### src/rtl/prog_fetch_pkg.sv
// Shared constants, state encodings and sizing helpers for the program
// fetch unit and its instruction store.
package prog_fetch_pkg;

  // Sequencer state encoding.
  typedef logic [1:0] state_t;

  localparam state_t S_IDLE = 2'd0;
  localparam state_t S_PROG = 2'd1;
  localparam state_t S_RUN  = 2'd2;
  localparam state_t S_HALT = 2'd3;

  // Instruction encoding that stops the sequencer unless overridden.
  localparam logic [31:0] DEFAULT_HALT_WORD = 32'hFFFF_FFFF;

  // Bytes per instruction word.
  function automatic int calc_bpi(input int inst_w);
    return inst_w / 8;
  endfunction

  // Number of addressable bytes in the instruction store.
  function automatic int calc_span(input int depth, input int inst_w);
    return depth * (inst_w / 8);
  endfunction

  // Width of a word index; never narrower than one bit.
  function automatic int calc_idx_w(input int depth);
    return (depth > 1) ? $clog2(depth) : 1;
  endfunction

  // Width of a byte-lane select; never narrower than one bit.
  function automatic int calc_lane_w(input int inst_w);
    return (inst_w > 8) ? $clog2(inst_w / 8) : 1;
  endfunction

endpackage

### src/rtl/fetch_mem.sv
// Instruction store: DEPTH words of INST_W bits held in flops that clear
// on reset, with one byte-lane write port, a word read port for fetch and
// a byte read port for programming readback. Reads are combinational; the
// caller registers them.
module fetch_mem
  import prog_fetch_pkg::*;
#(
  parameter int INST_W = 32,
  parameter int DEPTH  = 16,
  parameter int IDX_W  = calc_idx_w(DEPTH),
  parameter int LANE_W = calc_lane_w(INST_W)
) (
  input  logic              i_clk,
  input  logic              i_nrst,
  input  logic              i_wr_en,
  input  logic [IDX_W-1:0]  i_wr_idx,
  input  logic [LANE_W-1:0] i_wr_lane,
  input  logic [7:0]        i_wr_data,
  input  logic [IDX_W-1:0]  i_word_idx,
  output logic [INST_W-1:0] o_word,
  input  logic [IDX_W-1:0]  i_byte_idx,
  input  logic [LANE_W-1:0] i_byte_lane,
  output logic [7:0]        o_byte
);

  localparam int BPI = calc_bpi(INST_W);

  logic [INST_W-1:0] word_w [DEPTH];
  logic [INST_W-1:0] byte_word;

  for (genvar gi = 0; gi < DEPTH; gi++) begin : g_word
    logic [INST_W-1:0] word_q;

    // Write the addressed byte lane of this word; reset wipes the word.
    always_ff @(posedge i_clk or negedge i_nrst) begin
      if (!i_nrst) begin
        word_q <= '0;
      end else if (i_wr_en && (i_wr_idx == IDX_W'(gi))) begin
        for (int li = 0; li < BPI; li++) begin
          if (i_wr_lane == LANE_W'(li)) begin
            word_q[li*8 +: 8] <= i_wr_data;
          end
        end
      end
    end

    assign word_w[gi] = word_q;
  end

  // Word read for fetch and little-endian byte pick for readback.
  always_comb begin
    o_word    = word_w[i_word_idx];
    byte_word = word_w[i_byte_idx];
    o_byte    = byte_word[{i_byte_lane, 3'b000} +: 8];
  end

endmodule

### src/rtl/prog_fetch_unit.sv
// Program counter, byte-programmable instruction store and fetch sequencer.
// Modes: idle, programming (byte writes from the programming port), run
// (one registered fetch per cycle with branch redirect) and halt (entered
// when the halt encoding is fetched). Readback of any byte works in every
// mode and is registered.
module prog_fetch_unit
  import prog_fetch_pkg::*;
#(
  parameter int                ADDR_W    = 8,
  parameter int                INST_W    = 32,
  parameter int                DEPTH     = 16,
  parameter int                PC_STEP   = 4,
  parameter logic [INST_W-1:0] HALT_WORD = INST_W'(DEFAULT_HALT_WORD)
) (
  input  logic              i_clk,
  input  logic              i_nrst,
  input  logic              i_prog_mode,
  input  logic              i_run,
  input  logic              i_wr_en,
  input  logic [ADDR_W-1:0] i_wr_addr,
  input  logic [7:0]        i_wr_data,
  input  logic [ADDR_W-1:0] i_rd_addr,
  output logic [7:0]        o_rd_data,
  input  logic              i_branch_en,
  input  logic [ADDR_W-1:0] i_branch_target,
  output logic [ADDR_W-1:0] o_pc,
  output logic [INST_W-1:0] o_inst,
  output logic              o_inst_valid,
  output logic              o_halt,
  output logic              o_prog_err
);

  localparam int BPI    = calc_bpi(INST_W);
  localparam int SPAN   = calc_span(DEPTH, INST_W);
  localparam int IDX_W  = calc_idx_w(DEPTH);
  localparam int LANE_W = calc_lane_w(INST_W);

  // Address arithmetic runs one bit wider so SPAN itself is representable.
  localparam logic [ADDR_W:0] SPAN_L    = (ADDR_W+1)'(SPAN);
  localparam logic [ADDR_W:0] BPI_L     = (ADDR_W+1)'(BPI);
  localparam logic [ADDR_W:0] PC_STEP_L = (ADDR_W+1)'(PC_STEP);

  state_t              state_q, state_d;
  logic [ADDR_W-1:0]   pc_q, pc_d;
  logic [ADDR_W-1:0]   out_pc_q, out_pc_d;
  logic [INST_W-1:0]   inst_q, inst_d;
  logic                valid_q, valid_d;
  logic                halt_q, halt_d;
  logic                err_q, err_d;
  logic [7:0]          rd_q, rd_d;

  logic [ADDR_W:0]     wr_addr_x;
  logic [ADDR_W:0]     rd_addr_x;
  logic [ADDR_W:0]     pc_x;
  logic [ADDR_W:0]     tgt_x;
  logic                wr_in_range;
  logic                rd_in_range;
  logic [IDX_W-1:0]    wr_idx;
  logic [LANE_W-1:0]   wr_lane;
  logic [IDX_W-1:0]    rd_idx;
  logic [LANE_W-1:0]   rd_lane;
  logic [IDX_W-1:0]    fetch_idx;
  logic [ADDR_W-1:0]   seq_next;
  logic [ADDR_W-1:0]   branch_next;
  logic                mem_we;
  logic [INST_W-1:0]   fetch_word;
  logic [7:0]          mem_byte;

  // Split byte addresses into word index and lane, and derive next PCs.
  always_comb begin
    wr_addr_x   = {1'b0, i_wr_addr};
    rd_addr_x   = {1'b0, i_rd_addr};
    pc_x        = {1'b0, pc_q};
    tgt_x       = {1'b0, i_branch_target};
    wr_in_range = (wr_addr_x < SPAN_L);
    rd_in_range = (rd_addr_x < SPAN_L);
    wr_idx      = IDX_W'(wr_addr_x / BPI_L);
    wr_lane     = LANE_W'(wr_addr_x % BPI_L);
    rd_idx      = IDX_W'(rd_addr_x / BPI_L);
    rd_lane     = LANE_W'(rd_addr_x % BPI_L);
    fetch_idx   = IDX_W'(pc_x / BPI_L);
    seq_next    = ADDR_W'((pc_x + PC_STEP_L) % SPAN_L);
    // Branch targets are word-aligned by dropping the lane offset.
    branch_next = ADDR_W'((tgt_x - (tgt_x % BPI_L)) % SPAN_L);
  end

  fetch_mem #(
    .INST_W (INST_W),
    .DEPTH  (DEPTH),
    .IDX_W  (IDX_W),
    .LANE_W (LANE_W)
  ) u_mem (
    .i_clk       (i_clk),
    .i_nrst      (i_nrst),
    .i_wr_en     (mem_we),
    .i_wr_idx    (wr_idx),
    .i_wr_lane   (wr_lane),
    .i_wr_data   (i_wr_data),
    .i_word_idx  (fetch_idx),
    .o_word      (fetch_word),
    .i_byte_idx  (rd_idx),
    .i_byte_lane (rd_lane),
    .o_byte      (mem_byte)
  );

  // Sequencer: programming beats halt handling, which beats the run request.
  always_comb begin
    state_d  = state_q;
    pc_d     = pc_q;
    out_pc_d = out_pc_q;
    inst_d   = inst_q;
    valid_d  = 1'b0;
    halt_d   = halt_q;
    err_d    = err_q;
    mem_we   = 1'b0;

    case (state_q)
      S_IDLE: begin
        if (i_prog_mode) begin
          state_d = S_PROG;
          pc_d    = '0;
          err_d   = 1'b0;
        end else if (i_run) begin
          state_d = S_RUN;
        end
      end

      S_PROG: begin
        if (i_wr_en) begin
          if (wr_in_range) begin
            mem_we = 1'b1;
          end else begin
            err_d = 1'b1;
          end
        end
        if (!i_prog_mode) begin
          state_d = S_IDLE;
        end
      end

      S_RUN: begin
        if (i_prog_mode) begin
          state_d = S_PROG;
          pc_d    = '0;
          err_d   = 1'b0;
        end else if (!i_run) begin
          state_d = S_IDLE;
        end else begin
          out_pc_d = pc_q;
          inst_d   = fetch_word;
          valid_d  = 1'b1;
          if (fetch_word == HALT_WORD) begin
            // Present the halt word, then park without advancing the PC.
            halt_d  = 1'b1;
            state_d = S_HALT;
          end else if (i_branch_en) begin
            pc_d = branch_next;
          end else begin
            pc_d = seq_next;
          end
        end
      end

      S_HALT: begin
        if (i_prog_mode) begin
          state_d = S_PROG;
          pc_d    = '0;
          err_d   = 1'b0;
          halt_d  = 1'b0;
        end else if (!i_run) begin
          state_d = S_IDLE;
          pc_d    = '0;
          halt_d  = 1'b0;
        end
      end

      default: begin
        state_d = S_IDLE;
      end
    endcase
  end

  // Readback returns the pre-write byte; out-of-range addresses read zero.
  always_comb begin
    rd_d = rd_in_range ? mem_byte : 8'h00;
  end

  // Sequencer, PC and output registers; reset clears them immediately.
  always_ff @(posedge i_clk or negedge i_nrst) begin
    if (!i_nrst) begin
      state_q  <= S_IDLE;
      pc_q     <= '0;
      out_pc_q <= '0;
      inst_q   <= '0;
      valid_q  <= 1'b0;
      halt_q   <= 1'b0;
      err_q    <= 1'b0;
      rd_q     <= 8'h00;
    end else begin
      state_q  <= state_d;
      pc_q     <= pc_d;
      out_pc_q <= out_pc_d;
      inst_q   <= inst_d;
      valid_q  <= valid_d;
      halt_q   <= halt_d;
      err_q    <= err_d;
      rd_q     <= rd_d;
    end
  end

  assign o_pc         = out_pc_q;
  assign o_inst       = inst_q;
  assign o_inst_valid = valid_q;
  assign o_halt       = halt_q;
  assign o_prog_err   = err_q;
  assign o_rd_data    = rd_q;

endmodule

### config.mk
export PLATFORM = sky130hd
export DESIGN_NAME = prog_fetch_unit
export DESIGN_NICKNAME = d
export VERILOG_FILES = /design/src/rtl/prog_fetch_pkg.sv /design/src/rtl/fetch_mem.sv /design/src/rtl/prog_fetch_unit.sv
export SDC_FILE = /design/constraint.sdc
export NUM_CORES = 1
export LEC_CHECK = 0
export BUFFER_PORTS_ARGS = -buffer_cell sky130_fd_sc_hd__buf_2
export CORE_UTILIZATION = 30
export DETAILED_ROUTE_END_ITERATION = 8
export PLACE_DENSITY_LB_ADDON = 0.12
export REMOVE_ABC_BUFFERS = 1
export SLEW_MARGIN = 20
export SYNTH_ARGS = -nofsm -noshare
export SYNTH_HDL_FRONTEND = slang
export SYNTH_SLANG_ARGS = --single-unit
### constraint.sdc
create_clock -name i_clk -period 5.8 [get_ports i_clk]
set_input_delay 0.29 -clock i_clk [delete_from_list [all_inputs] [get_ports i_clk]]
set_output_delay 0.29 -clock i_clk [all_outputs]
set_load 0.02 [all_outputs]
==> impl_results.md <==
* Hold Fails Final Rpt at 0
* Initial DRC Count at 1,402
* Type of origin of the critical path: flop
* Final setup viols at 0
* CTS tree: yes
* Seq/Total Area, Yosys at 0.4763
* Grt peak-use layer: met2
* Synth Flop Type: dfrtp_1
* Async set-reset flop share out of synthesis at 1.000
* Maximum clock rate at 227.6 MHz
* Largest net degree at the start of global routing at 131
* Min cycle time layout at 4393 ps
* I/O Buffers at 80
* Via Count at 18,481
* Placed Area at 0.03149 mm2
* Num CTS Buffers at 70
* Initial antenna violation count at 9
* Clock slew at reported path FFs at 60 ps
* Root buffer cell: clkbuf_16
* Gp weighted congestion at 0.7781
* RSZ-0062 raised after global routing: no
* Period Utilization, post-route at 0.7574
* Hold_sp: i_rd_addr[6]
* Met3 Usage GRT at 0.05029
* Register area at 0.01415 mm2
* Hpwl dp at 59,610 um
* Core area at 0.09828 mm2
* PwrDens at 284.7 mW/mm2
* Synth Area per Inst at 15.11 um2
* Worst Skew at 18.32 ps
* Max cap viols at 0
* Clk sinks at 565
* Number of I/O pins at 89
* Crit path from: pc_q[3]
* WL final at 98,960 um
* Cell row count at 115
* Distinct cell type count after synthesis at 50
* Power Total at 9.622 mW
* Share of cells above drive strength 1 at 0.4899
* All-Layer GR Usage at 0.2006
* CP endpoint kind: flop
* Die extent in y at 316.6 um
* P&R area growth vs syn at 13.85%
* Final instance area at 0.03380 mm2
* CTS max path bufs at 3
* Drt first pass iters at 5
* Hold WC Path Type: input pin to flop
* #FFs+latches synth at 565
* Max H-tree Level at 3
* Status: complete, no violations
* Die width at 316.6 um
* Setup Buffers After CTS at 0
* Reg2reg path depth at 10
* RR Startpoint: pc_q[3]
* Mapped cell area at 0.02969 mm2
* Setup Crit Path Kind: flop to flop
* CP arrival at 4930 ps
* Footprint of the multi-input gates at 0.01469 mm2
* GR Overflow Total at 0
* Nets at 2,062
* Worst slew pin tran at 1151 ps
* Starting Density at 0.3021
* Antenna-violating nets left at 0
* Worst Path Max Fanout at 29
* Slew HR at 0.2268
* Routed vias/inst at 5.495
* Synthesized netlist cell count at 1,965
* Die area at 0.1002 mm2
* Static Leak at 15.29 nW
* VDD IR-drop max at 0.1367 mV
* Worst-Skew Late Latency at 600 ps
* CP required at 6330 ps
* Worst hold path depth at 3
* Met2 GRT Util at 0.3182
* Layout filler cell count at 9,431
* DR DRC count at 0
* Final Max Slew Viols at 0
* WL per Instance at 29.42 um
* First-pass GRT wire length at 143,400 um
* YS warnings at 0
* Post-synth EDFFs at 0
* M1 GR Usage at 0.2668
* Vias in the first global route at 19,602
## what timing repair did
action,CTS,global route
gates resized for setup,0,0
hold endpoints to repair,58,0
hold buffers,6,0
## through the flow
step / utilization / std cells / TNS (ps) / hold WS [ps] / setup slack [ps]
detailed placement: 0.3205 / 3232 / 0 / 274.9 / 1566
global route: 0.3438 / 3360 / 0 / 56.18 / 1143
CTS: 0.3438 / 3359 / 0 / 6.734 / 1409
finish: 0.3439 / 3363 / 0 / 48.12 / 1407
floorplan: - / 1797 / -64520 / -5.591 / -2758
global placement: 0.3205 / 3232 / 0 / 270.3 / 1609
## flip-flops by register name, indices dropped and copies added (netlist names)
name                 count
u_mem.g_word.word_q    512
o_inst                  32
o_rd_data                8
o_pc                     4
pc_q                     4
state_q                  2
o_halt                   1
o_inst_valid             1
o_prog_err               1
## routing by layer
layer | vias to the layer above | share of wire
met3 | 168 | 0.065
met5 | - | 0.00063
li1 | 7745 | -
met2 | 553 | 0.47
met4 | 10 | 0.030
met1 | 10005 | 0.44
## power by group
part,internal [mW],switching (mW)
combinational,0.504,0.629
sequential,4.05,0.126
clock,2.61,1.70
## placed cells by master (no fill, tap or decap), types with 4 or more instances in the layout
master	n
conb_1	4
a21oi_1	26
dlygate4sd3_1	6
clkbuf_8	14
diode_2	4
nand3_1	10
mux4_2	238
clkbuf_16	73
buf_12	8
dfrtp_1	561
buf_2	77
mux2_2	512
a221oi_1	46
mux4_1	16
a22oi_1	35
mux2i_1	97
nor2_1	44
clkbuf_1	25
nor3_1	5
o21ai_1	5
buf_4	60
nor2b_1	20
o21ai_0	25
clkinv_2	6
a21o_1	24
nand2_1	81
nand2b_1	4
## worst max-delay path, stage by stage (launching register included)
cell and delay, ps:
dfrtp_4 620, and2_2 600, buf_4 430, a221oi_1 380, o21ai_0 180, a21boi_1 390
nand4_2 350, nor4_4 560, nor2_1 80, o21bai_1 130, dlygate4sd3_1 560
## kinds of logic after synthesis
| group | Yosys count | share of synthesized area |
|---|---|---|
| buffers and inverters | 173 | 0.02976 |
| multiplexers | 864 | 0.4222 |
| AO/OA/AOI/OAI | 174 | 0.04215 |
| flip-flops | 565 | 0.4763 |
| other | 1 | 0.0001263 |
| AND/OR/NAND/NOR | 187 | 0.02912 |
| adder cells (fa/ha/maj) | 1 | 0.0004214 |
## final timing paths
path / endpoint / slack, ps
hold / removal: o_rd_data[4] / 50
hold reg to reg: o_inst[9] / 470
setup reg to reg: state_q[0] / 1410
max in group asynchronous: u_mem.g_word[14].word_q[21] / 4190
min in group asynchronous: u_mem.g_word[1].word_q[3] / 230
setup / recovery: state_q[0] / 1410
## cell type report
cell class / instances / area share
antenna: 4 / 0.0002962
inverter: 2 / 0.0002221
clock inverter: 9 / 0.003554
sequential: 565 / 0.4186
tap: 1287 / 0.04765
multi-input combinational: 1230 / 0.4346
clock buffer: 112 / 0.06253
timing repair buffer: 154 / 0.03247
## synthesized netlist by cell type, types with 7 or more instances
| library cell | n | area [um2] |
|---|---|---|
| o21ai_0 | 25 | 125.1 |
| dfrtp_1 | 565 | 14140 |
| nand3_1 | 10 | 50.05 |
| a21oi_1 | 26 | 130.1 |
| nand2_1 | 81 | 304.0 |
| mux4_2 | 238 | 5360 |
| a21o_1 | 24 | 180.2 |
| buf_1 | 29 | 108.9 |
| a221oi_1 | 46 | 402.9 |
| buf_6 | 8 | 90.09 |
| clkbuf_1 | 109 | 409.1 |
| buf_4 | 7 | 52.55 |
| mux2i_1 | 97 | 970.9 |
| mux4_1 | 16 | 420.4 |
| buf_2 | 9 | 45.04 |
| buf_12 | 7 | 140.1 |
| mux2_2 | 512 | 5766 |
| nor2b_1 | 20 | 125.1 |
| a22oi_1 | 35 | 262.8 |
| nor2_1 | 47 | 176.4 |
No activity file was read; power rests on OpenSTA's default activity.
